==> config.mk <==
export PLATFORM = sky130hd
export DESIGN_NAME = ifetch_ctrl
export DESIGN_NICKNAME = d
export VERILOG_FILES = /design/src/rtl/ifetch_ctrl.sv
export SDC_FILE = /design/constraint.sdc
export NUM_CORES = 1
export LEC_CHECK = 0
export CORE_MARGIN = 2
export CORE_UTILIZATION = 35
export CTS_CLUSTER_DIAMETER = 200
export DETAILED_ROUTE_END_ITERATION = 8
export HOLD_SLACK_MARGIN = 0.02
export PLACE_DENSITY = 0.79
export SYNTH_ARGS = -nofsm -noshare
export SYNTH_HDL_FRONTEND = slang
export SYNTH_SLANG_ARGS = --single-unit
==> constraint.sdc <==
create_clock -name clk -period 2 [get_ports clk]
set_clock_uncertainty 0.1 [all_clocks]
set_input_delay 0.3 -clock clk [delete_from_list [all_inputs] [get_ports clk]]
set_output_delay 0.3 -clock clk [all_outputs]
set_load 0.01 [all_outputs]
==> src/rtl/ifetch_ctrl.sv <==
// ifetch_ctrl: PC sequencer for a 1-cycle synchronous instruction memory with replay, redirect and halt; perf counters under IFETCH_PERF_EN
module ifetch_ctrl #(
    parameter int          MEM_WORDS = 1024,
    parameter int          ADDR_W    = $clog2(MEM_WORDS),
    parameter logic [31:0] RESET_PC  = 32'h0000_0000
) (
    input  logic              clk,
    input  logic              reset,
    output logic [ADDR_W-1:0] imem_addr,
    input  logic [31:0]       imem_instr,
    output logic              out_valid,
    input  logic              out_ready,
    output logic [31:0]       out_instr,
    output logic [31:0]       out_pc,
    input  logic              redirect_valid,
    input  logic [31:0]       redirect_pc,
    input  logic              halt_req,
    output logic              halted,
    output logic [31:0]       perf_fetched,
    output logic [31:0]       perf_stalls
);
    localparam logic [1:0] RUN    = 2'd0;
    localparam logic [1:0] DRAIN  = 2'd1;
    localparam logic [1:0] HALTED = 2'd2;

    logic [1:0]  state;
    logic [31:0] pc_f;
    logic [31:0] resp_pc;
    logic        resp_valid;
    logic        accept;
    logic        stall;
    logic [31:0] redir_tgt;

    // handshake view of the in-flight response; a stalled response re-reads its own word
    always_comb begin
        out_valid = resp_valid & ~redirect_valid;
        out_pc    = resp_pc;
        out_instr = imem_instr;
        accept    = out_valid & out_ready;
        stall     = resp_valid & ~out_ready & ~redirect_valid;
        imem_addr = stall ? resp_pc[ADDR_W+1:2] : pc_f[ADDR_W+1:2];
        halted    = state == HALTED;
        redir_tgt = redirect_pc & 32'hFFFF_FFFC;
    end

    // launch/hold/halt sequencing; a redirect overrides the PC and squashes the response
    always_ff @(posedge clk) begin
        if (!reset) begin
            pc_f       <= RESET_PC;
            resp_valid <= 1'b0;
            resp_pc    <= 32'd0;
            state      <= RUN;
        end else begin
            case (state)
                RUN: begin
                    if (halt_req && resp_valid && !accept && !redirect_valid) begin
                        state <= DRAIN;
                    end else if (halt_req) begin
                        state      <= HALTED;
                        resp_valid <= 1'b0;
                    end else begin
                        resp_valid <= 1'b1;
                        if (!stall) begin
                            resp_pc <= pc_f;
                            pc_f    <= pc_f + 32'd4;
                        end
                    end
                end
                DRAIN: begin
                    if (accept || redirect_valid) begin
                        resp_valid <= 1'b0;
                        state      <= HALTED;
                    end
                end
                HALTED: begin
                    if (!halt_req) begin
                        state      <= RUN;
                        resp_valid <= 1'b1;
                        resp_pc    <= pc_f;
                        pc_f       <= pc_f + 32'd4;
                    end
                end
                default: state <= RUN;
            endcase
            if (redirect_valid) begin
                resp_valid <= 1'b0;
                pc_f       <= redir_tgt;
            end
        end
    end

`ifdef IFETCH_PERF_EN
    // count delivered instructions and backpressured cycles
    always_ff @(posedge clk) begin
        if (!reset) begin
            perf_fetched <= 32'd0;
            perf_stalls  <= 32'd0;
        end else begin
            if (accept) perf_fetched <= perf_fetched + 32'd1;
            if (resp_valid && !out_ready && state != HALTED) perf_stalls <= perf_stalls + 32'd1;
        end
    end
`else
    assign perf_fetched = 32'd0;
    assign perf_stalls  = 32'd0;
`endif

    // a response held under backpressure must not change
    assert property (@(posedge clk) disable iff (!reset)
        out_valid && !out_ready |=> !out_valid || ($stable(out_pc) && $stable(out_instr)));

endmodule

==> summary by stage, run 1 <==
Synthesis
The prevailing post-synth register cell is sky130_fd_sc_hd__dfxtp_1. Yosys attributes the largest share of cell area to sky130_fd_sc_hd__dfxtp_1 (33%), sky130_fd_sc_hd__buf_4 (20%), sky130_fd_sc_hd__nand2_1 (7.1%). The Yosys step of the flow raised 0 warnings.

Counting flops and latches in the post-synthesis netlist gives 63. The most frequent cell after synthesis is sky130_fd_sc_hd__buf_4. A synthesized cell averages 8.12 um2.

Counting flops with a built-in enable in the synthesized netlist gives 0. The commonest cells after synthesis are sky130_fd_sc_hd__buf_4 (101), sky130_fd_sc_hd__nand2_1 (72), sky130_fd_sc_hd__dfxtp_1 (63). The largest total area in the synthesized netlist belongs to sky130_fd_sc_hd__dfxtp_1.

The combined area of all synthesized cells is 3830 um2. Synthesis produced a netlist whose cell count is 471. In this run, distinct cell masters in the synthesized netlist total 42. Counting flops with an async set or reset pin after synthesis yields a share of 0%. The synthesized design devotes to its leading area cell type 33.0% of total area. Summing the sequential cell areas from Yosys gives 33.0% of the chip area.

Global routing
The global-route wire length before repair is 15,400 um. The global-route total usage across every layer is 16.9%. The number of global-route vias before repair was 3,081. Summed over all layers, the global routing overflow is 0. The initial antenna violation count is 0. The largest net degree at the start of global routing is 35.

Outcome
The run finished, with violations left. The checks that failed: setup timing.

Cells and area
0 antenna diodes ended up in the layout. The number of cells in the finished layout apart from fillers is 699. The number of nets in the layout is 627. The layout cell share with drive strength beyond 1 is 19.0%. The area growth from synthesis to layout is 28.1%. The final instance area is 4900 um2. The final-layout fill cell count is 1,053.

Critical path
The required time reported for the critical path endpoint is 1.60 ns. The endpoint identified for the worst register-to-register timing path is pc_f[8]$_SDFFE_PN0P_. Measured in cells, the most critical reg-to-reg path has a length of 9. The critical path is of the reg -> out type. The worst setup path is launched from a flip-flop. The startpoint identified for the worst register-to-register timing path is state[1]$_SDFFE_PN0P_. STA classifies the critical path endpoint as an output pin. Setup slack on the worst reg-to-reg path comes out at 0.09 ns. The worst path arrival time is 1.60 ns. The top fanout value on the critical path is 4.

Power
The power density over the cells is 670 nW/um2. For this design the total switching power over the nets is 970 uW. Of the total power, the clock network draws 34.3%.

The share of power burned in combinational logic is 22.9%. Of the total power, registers draw 42.8%. For this design the static power due to leakage is 1.96 nW.

The overall power is 3.28 mW. The switching share of total power is 29.5%. The peak ir drop on the vdd network is 0.306 mV. Internal power comes to 2.31 mW.

Floorplanning
The starting density of the core is 35.6%. The number of placement rows is 38. 209 I/O pins were placed.

The overall die height is 109 um. The floorplan step defined a core boundary enclosing 10,700 um2. The area enclosed by the die boundary is 11,800 um2. The floorplan die width is 109 um.

Min path
The count of cells along the worst hold path is 2. The hold path endpoint is out_pc[15]$_SDFFE_PN0P_. In this run the worst hold path is classified as reg -> reg. The worst hold path begins at out_pc[15]$_SDFFE_PN0P_.

Route
The total vias in the final route is 3,371. The final routed wirelength across all metal layers is 10,200 um. For this run, design rule violations remaining after detail routing come to 0.

After detailed routing, the number of vias per cell comes to 4.82. The iteration count of the initial detailed-routing pass is 4. The wire length per cell is 14.6 um.

The detail route stage leaves a number of antenna-violating nets equal to 0. The count of routing violations after the opening detailed-route iteration is 183.

CTS
Buffers inserted during clock tree synthesis total 9. The TritonCTS clock tree is built. Hold repair after CTS inserted 0 buffers.

The cell chosen for the clock root is sky130_fd_sc_hd__clkbuf_8. The total number of clock tree sinks is 63. The deepest level of the CTS H-tree is 3.

Counting along the longest clock path gives a buffer depth of 2. Clock-pin slew was measured on the worst setup and hold paths at 0.07 ns. The clock latency at the later pin of the worst-skew pair is 0.36 ns.

Place
The total instance count after detailed placement is 675. The post-place instance area is 4550 um2. Detailed placement ended at an HPWL of 7160 um. The global placement routability congestion is 0.868. In this run the tool buffered the top-level ports with 76 buffer cells.

Timing
The final hold violation count was 0. Setup slack on the critical path of the routed design comes to -0.00343 ns. The maximum clock frequency is 499 MHz. The post-layout minimum cycle time is 2.00 ns. Setup repair after global routing could not meet its margin everywhere. The number of pins with negative max-slew slack in the final report is 0.

Setup violations remaining at the end of the flow were counted as 2. Of the available clock period, the critical path in the final layout requires 100%.

Job
The tool flagged a number of max-cap violations equal to 0.
[metrics by stage]
stage	TNS, ns	setup WS (ns)	util (%)	hold slack, ns
2_1_floorplan	0	0.0300	-	0.352
3_3_place_gp	-15.66	-0.374	42.3	0.343
3_5_place_dp	-18.02	-0.429	42.3	0.348
4_1_cts	0	0.000243	44.8	0.358
5_1_grt	-0.102	-0.0433	45.6	0.370
6_report	-0.00436	-0.00343	45.6	0.356
[cells in the final DEF (no fill, tap or decap), types with 12 or more instances in the layout]
| cell type | synthesis | layout |
|---|---|---|
| sky130_fd_sc_hd__xor2_1 | 20 | 20 |
| sky130_fd_sc_hd__dfxtp_1 | 63 | 59 |
| sky130_fd_sc_hd__nand4_1 | 15 | 15 |
| sky130_fd_sc_hd__nand3_1 | 12 | 12 |
| sky130_fd_sc_hd__buf_6 | 0 | 13 |
| sky130_fd_sc_hd__o21ai_0 | 20 | 20 |
| sky130_fd_sc_hd__buf_4 | 101 | 42 |
| sky130_fd_sc_hd__nand2_1 | 72 | 72 |
| sky130_fd_sc_hd__clkdlybuf4s50_1 | 0 | 63 |
| sky130_fd_sc_hd__a21oi_1 | 50 | 50 |
| sky130_fd_sc_hd__conb_1 | 1 | 66 |
[worst max path at each step]
stage                                        to               startpoint  cells after the start
after CTS                          imem_addr[5]  resp_valid$_SDFFE_PP0P_                      5
after detailed placement           imem_addr[2]           redirect_valid                      5
final                              imem_addr[5]  resp_valid$_SDFFE_PP0P_                      5
after global placement             imem_addr[2]           redirect_valid                      5
after global routing               imem_addr[5]  resp_valid$_SDFFE_PP0P_                      5
after floorplan           pc_f[15]$_SDFFE_PN0P_    state[0]$_SDFFE_PN0P_                      7
[layer usage]
layer | share of wire, % | track usage (%) | vias to the layer above
met5 | 0 | 0 | -
met4 | 1.9 | 5.49 | 0
met3 | 7.7 | 5.97 | 24
met2 | 50 | 28.6 | 158
met1 | 40 | 19.9 | 1584
li1 | - | - | 1605
[critical path: stages (launching register included)]
cell and delay (ns):
sky130_fd_sc_hd__dfxtp_2 0.33, sky130_fd_sc_hd__nor3b_4 0.20, sky130_fd_sc_hd__buf_4 0.15, sky130_fd_sc_hd__buf_6 0.11, sky130_fd_sc_hd__mux2_2 0.34, sky130_fd_sc_hd__buf_6 0.12
[power by group through the flow]
stage          clock (mW)  combinational [mW]  sequential (mW)
2_1_floorplan           0               0.504             1.43
3_3_place_gp            0               0.700             1.42
3_5_place_dp            0               0.715             1.43
4_1_cts              1.13               0.731             1.40
5_1_grt              1.19               0.817             1.41
6_report             1.13               0.752             1.40
[registers in the layout, indices dropped and copies added, names as in the netlist]
signal and flops:
out_pc 30, pc_f 30, resp_valid 1, state 2
[kinds of logic (layout without fill, tap and decap cells)]
kind of cell | after synthesis | count (layout) | synth area share, %
AOI/OAI and AO/OA | 95 | 95 | 14.7
xor gates and xnor gates | 28 | 28 | 6.41
adders and majority gates | 4 | 4 | 1.31
buffers and inverters | 128 | 151 | 22.7
DFF | 63 | 63 | 33.0
muxes | 10 | 10 | 2.94
other | 1 | 66 | 0.0980
and+or+nand+nor | 142 | 142 | 18.9
[repair_timing]
item	in CTS	in global routing
pin swaps	5	6
cloned	1	1
endpoints found under the setup margin	23	30
hold endpoints to repair	0	0
setup buffers	5	1
resized for setup	55	23
[cell type report]
class / instances / area (um2) / area share, %
Multi-Input combinational cell: 345 / 2020 / 41.2
Sequential cell: 63 / 1270 / 25.8
Timing Repair Buffer: 129 / 1220 / 25.0
Tap cell: 140 / 175 / 3.58
Clock buffer: 13 / 149 / 3.04
Clock inverter: 3 / 42.5 / 0.868
Inverter: 6 / 25.0 / 0.511
Note: power is estimated with default switching activity, not from simulation.
==> inputs of run 2 (changes only) <==
PLACE_DENSITY = 0.78   (was 0.79)
==> run 2 against run 1 <==
Clock-buffer cell count decreased by 2. Clock power decreased by 12%. First-iteration DRC count decreased by 37%. Worst hold slack improved by 0.0039 ns. Sequential power about the same. Global-route usage decreased by 0.75 points. Setup slack improved by 0.057 ns. Register-to-register slack about the same. Die area unchanged. The run now ends clean. Largest power group unchanged. Critical path type unchanged. Critical endpoint is now imem_addr[1].
==> summary by stage, run 2 (same netlist as run 1, synthesis figures left out) <==
Critical path
STA puts the critical path data required time at 1.60 ns. The endpoint class of the critical path is an output pin. The kind of critical path is reg -> out. The kind of start point of the critical path is a flip-flop. Of all nets on the critical path, the largest fanout is 7. STA puts the critical path data arrival time at 1.55 ns.

CTS
The TritonCTS clock tree is built. CTS built an H-tree with a depth of 3. After clock tree synthesis, the clock-pin slew on the worst setup and hold paths is 0.07 ns. The clock passes through at most 2 buffers. The count of hold-fix buffers inserted at cts is 0. The root buffer cell chosen for the clock tree is sky130_fd_sc_hd__clkbuf_8. The total number of clock tree sinks is 63.

The clock latency at the later pin of the worst-skew pair is 0.34 ns. The CTS buffer count is 9.

Cells and area
The count of inserted antenna diode cells is 0. In the layout the commonest cells are sky130_fd_sc_hd__nand2_1 (72), sky130_fd_sc_hd__conb_1 (66), sky130_fd_sc_hd__clkdlybuf4s50_1 (62). The synthesis-to-layout area growth is 26.6%. Leaving out fill and tap cells, the most frequent cell in the layout is sky130_fd_sc_hd__nand2_1. The number of nets in the layout is 626. In the final layout, the share of cells above drive strength 1 is 19.2%.

Measured on the finished design, the core utilization comes to 45.1%.

Global routing
The initial antenna violation count came to 0. The number of global-route vias before repair was 3,073. The overall overflow remaining after global route is 0. The largest net degree at the start of global routing is 35.

The first global-routing pass estimated 15,000 um of wire. In the global route stage, overall resource usage came out at 16.1%.

Place
The HPWL after detailed placement is 7050 um. Routability-driven placement finished with a final weighted congestion of 0.845. The number of input and output port buffers inserted is 76.

Route
Using the TritonRoute via totals, the vias-per-cell ratio works out to 4.70. The total vias in the final route is 3,282. The iteration count of the initial detailed-routing pass is 4. For this block, the routed nets add up to 9620 um of wire.

For this block, the initial DRC count from the detailed router was 116. The wire length per cell is 13.8 um. The number of remaining DRC errors is 0. Once detail routing completed, the nets flagged for antenna violations numbered 0.

Floorplanning
The overall die height is 109 um. The floorplan has 38 rows. In this run the horizontal extent of the chip is 109 um. 209 I/O pins were placed. The starting density of the core is 35.6%.

The placeable core region is 10,700 um2. The area enclosed by the die boundary is 11,800 um2.

Outcome
The flow ran to the end, and the final reports show no timing, DRC or antenna violations.

Timing
Derived from the worst setup path, the maximum achievable clock frequency is 514 MHz. The post-layout minimum cycle time is 1.95 ns. The final critical-path share of the clock period is 97.3%. The final hold slack is 0.360 ns. The number of pins with negative max-slew slack in the final report is 0. The final hold violation count is 0. Setup repair after global routing could not meet its margin everywhere.

Setup violations remaining at the end of the flow were counted as 0.

Job
The total of max-cap violations is 0.

Min path
The worst min-delay path class is reg -> reg.

Power
The peak ir drop on the vdd network is 0.384 mV. Summed over all cells, the static leakage comes to 1.95 nW. Power spread over the standard cell area amounts to 647 nW/um2.
## run 2: cell count changes in the layout (fill, tap and decap cells not counted), moves of 2 or more
cell and delta:
sky130_fd_sc_hd__clkbuf_1 -2, sky130_fd_sc_hd__buf_4 +4, sky130_fd_sc_hd__mux2_4 +2, sky130_fd_sc_hd__buf_6 -3, sky130_fd_sc_hd__mux2_2 -2
## run 2: worst paths after layout
kind	to	slack, ns	cells after the start	from
worst max-delay path	imem_addr[1]	0.05	5	resp_valid$_SDFFE_PP0P_
worst min-delay path	out_pc[14]$_SDFFE_PN0P_	0.36	2	out_pc[14]$_SDFFE_PN0P_
worst max register to register	pc_f[28]$_SDFFE_PN0P_	0.10	6	pc_f[18]$_SDFFE_PN0P_
worst min register to register	out_pc[14]$_SDFFE_PN0P_	0.36	2	out_pc[14]$_SDFFE_PN0P_
## run 2: metal layers
layer,track usage (%),part of all wire [%],vias up
met5,0,0,-
met4,5.31,1.2,0
met3,4.76,6.0,22
met2,27.9,50,109
met1,19.1,43,1552
li1,-,-,1599
## run 2: timing repair
item                       4_1_cts  5_1_grt
setup endpoints to repair       13       23
buffers inserted                 8        0
resized for setup               48       23
pin swaps                        3        7
## run 2: worst max-delay path, cell delays in order (launching register included)
cell                      delay, ns
sky130_fd_sc_hd__dfxtp_2       0.33
sky130_fd_sc_hd__nor3b_4       0.20
sky130_fd_sc_hd__buf_6         0.16
sky130_fd_sc_hd__buf_4         0.11
sky130_fd_sc_hd__mux2_4        0.29
sky130_fd_sc_hd__buf_6         0.12
## run 2: power breakdown
part	leakage, nW	internal (mW)	total (mW)	switching, mW
sequential	0.519	1.33	1.40	0.0666
combinational	1.34	0.359	0.737	0.377
clock	0.0853	0.481	0.995	0.513
## run 2: layout make-up
cell class                      count  area (um2)
Multi-Input combinational cell    345        2010
Clock inverter                      5        33.8
Tap cell                          140         175
Fill cell                        1049        5900
Sequential cell                    63        1270
Clock buffer                       11         141
Inverter                            6        22.5
Timing Repair Buffer              128        1190
## run 2: through the flow
stage	total power [mW]	setup WS, ns	instances	cell area [um2]	TNS [ns]
2_1_floorplan	1.94	0.0300	536	4070	0
3_3_place_gp	2.11	-0.446	675	4540	-16.48
3_5_place_dp	2.13	-0.454	675	4540	-17.89
4_1_cts	3.12	-0.0175	699	4780	-0.0323
5_1_grt	3.28	-0.0410	698	4840	-0.189
6_report	3.13	0.0539	698	4840	0
==> inputs of run 3 (changes only) <==
CORE_MARGIN = unset   (was 2)
RECOVER_POWER = 50   (was unset)
==> run 3 against run 2 <==
Die area shrank 3.7%. Non-clock buffer count is 4 lower. Global-route usage is 0.19 points lower. Register-to-register slack worse by 0.02 ns. Critical path depth stayed put.
==> summary by stage, run 3 (same netlist as run 1, synthesis figures left out) <==
Outcome
The flow ran to the end, and the final reports show no timing, DRC or antenna violations.

Route
The total vias in the final route is 3,311. The iteration count of the initial detailed-routing pass is 4. The detail-routed via count per cell is 4.80.

After detailed routing, the average wire length per cell comes to 13.7 um. The routed design has 9470 um of wire. For this run, design rule violations remaining after detail routing come to 0. In this run, the number of DRC markers left after iteration 0 of detailed routing was 173.

The count of nets left with antenna violations once routing finished came out at 0.

Timing
The worst path needs 1.99 ns of the cycle, external delays included. The maximum clock frequency is 503 MHz. After layout, the worst path uses 99.3% of the clock period.

In the final timing run, aggregate negative setup slack is 0 ns. The final hold slack is 0.352 ns. Setup slack on the critical path of the routed design comes to 0.0132 ns. The final hold violation count was 0. Setup repair after global routing could not meet its margin everywhere. The number of pins with negative max-slew slack in the final report is 0.

The setup violation total in the final timing report is 0.

Global routing
The number of global-route vias before repair was 2,949. After global routing the overflow that remains totals 0. For this run, global-route usage on met3 was measured as 4.17%. The global-route wire length before repair is 14,300 um.

The global routing met1 resource utilization is 20.4%. Global routing used 16.0% of the available tracks across all layers. The global routing met2 resource utilization is 26.2%. The initial antenna violation count is 0.

Entering global routing, the biggest net connects 51 pins. The global-route layer with the greatest usage is met2.

Min path
The startpoint identified for the worst hold timing path is out_pc[15]$_SDFFE_PN0P_. The worst hold path was traced through 2 stages. The worst min-delay path class is reg -> reg.

The hold path endpoint is out_pc[15]$_SDFFE_PN0P_.

Cells and area
After the last flow step, the layout net total stands at 622. Relative to the synthesized area, the layout overhead comes to 25.8%. The final-layout fill cell count is 1,042. The top cell types in the final layout, fill and taps aside, are sky130_fd_sc_hd__nand2_1 (72), sky130_fd_sc_hd__conb_1 (66), sky130_fd_sc_hd__dfxtp_1 (60). With fillers left out, the area of the finished cells amounts to 4810 um2. The layout cell share with drive strength beyond 1 is 18.2%. 0 antenna diodes ended up in the layout.

Leaving out fill and tap cells, the most frequent cell in the layout is sky130_fd_sc_hd__nand2_1.

Job
The total of max-cap violations is 0.

Critical path
For this run, the slowest stage of the critical path takes 0.33 ns. The kind of start point of the critical path is a flip-flop. Traced cell by cell, the critical path runs through nor3b_4, buf_6, buf_6, mux2_4, buf_6.

Data on the critical path arrives at its endpoint at 1.59 ns. The most prevalent standard cell on the critical path is sky130_fd_sc_hd__buf_6. The worst setup path is captured at an output pin.

The required time reported for the critical path endpoint is 1.60 ns. The reg2reg setup slack is 0.08 ns. Of all nets on the critical path, the largest fanout is 6. The capturing point of the worst reg2reg path is pc_f[14]$_SDFFE_PN0P_.

Counting cells, the worst reg-to-reg path comes to 9. The critical path is of the reg -> out type. Among all stages on the critical path, the largest delay is contributed by sky130_fd_sc_hd__dfxtp_2. The worst flop-to-flop path startpoint is state[1]$_SDFFE_PN0P_.

Place
In this run the tool buffered the top-level ports with 76 buffer cells. The global placement routability congestion is 0.804. Detailed placement finished with a half-perimeter wire length of 6660 um. The placed instances occupy a cell area of 4470 um2.

At the placement stage, the worst setup path has a slack of -0.434 ns.

CTS
The cell chosen for the clock root is sky130_fd_sc_hd__clkbuf_8. The number of buffers between clock root and the deepest sink is 2. The number of hold buffers added after CTS was 0. The H-tree was split into 3 levels. TritonCTS built the clock tree. The total number of clock tree sinks is 63. The CTS buffer count is 9. For the worst-skew pair, the clock arrives at the later sink with an insertion delay of 0.34 ns.

After clock tree synthesis, the clock-pin slew on the worst setup and hold paths is 0.07 ns.

Power
In this run the power density over the cells is 665 nW/um2. For this design the static power due to leakage is 2.01 nW. VDD sags by at most 0.274 mV.

Total power for the finished layout comes to 3.20 mW.

Floorplanning
The number of placed I/O pins is 209. The die covers 11,400 um2. The starting density of the core is 36.6%. The floorplan die width is 107 um. The core region is 10,500 um2.

From bottom edge to top edge, the die measures 107 um. The number of placement rows is 37.
[run 3: cell types whose count changed in the layout (fill, tap and decap cells not counted), sizes merged]
cell,before,now
clkinv,4,5
buf,59,54
bufinv,0,1
dlygate4sd3,0,30
clkdlybuf4s50,62,33
dlymetal6s2s,1,0
clkinvlp,2,1
[run 3: critical path, delay by kind of cell, from the launching register on]
kind	cells	cell delay [ns]
buffers and inverters	3	0.39
DFF	1	0.33
muxes	1	0.30
and+or+nand+nor	1	0.22
[run 3: worst max-delay path by stage]
stage | startpoint | to | slack (ns) | cells past startpoint
floorplan | state[0]$_SDFFE_PN0P_ | pc_f[15]$_SDFFE_PN0P_ | 0.03 | 7
global placement | redirect_valid | imem_addr[3] | -0.44 | 5
detailed placement | redirect_valid | imem_addr[6] | -0.43 | 5
CTS | resp_valid$_SDFFE_PP0P_ | imem_addr[3] | -0.01 | 5
global route | resp_valid$_SDFFE_PP0P_ | imem_addr[3] | -0.05 | 5
finish | resp_valid$_SDFFE_PP0P_ | imem_addr[3] | 0.01 | 5
[run 3: cell type report]
cell class	instances	area [um2]	share of cell area, %
multi-input combinational	345	2020	41.9
sequential	63	1260	26.3
timing repair buffer	124	1150	23.9
tap	136	170	3.53
clock buffer	10	128	2.65
clock inverter	6	61.3	1.27
inverter	6	22.5	0.468
[run 3: routing by layer]
layer	up-vias	wire, um	share of wire (%)
met5	-	0	0
met4	0	121	1.3
li1	1592	-	-
met1	1574	4170	44
met3	16	564	6.0
met2	129	4620	49
[run 3: what timing repair did]
action / in CTS / in global routing
pin swaps: 3 / 5
setup endpoints to repair: 15 / 29
setup buffers: 6 / 3
gates cloned: 0 / 0
resized for setup: 49 / 24
[run 3: stage by stage]
step,cells,utilization (%)
floorplan,536,-
global placement,665,42.8
detailed placement,665,42.8
CTS,687,45.2
global route,690,46.0
finish,690,46.0
[run 3: where the power goes]
group / internal [mW] / switching, mW
Clock: 0.572 / 0.529
Combinational: 0.329 / 0.374
Sequential: 1.33 / 0.0631
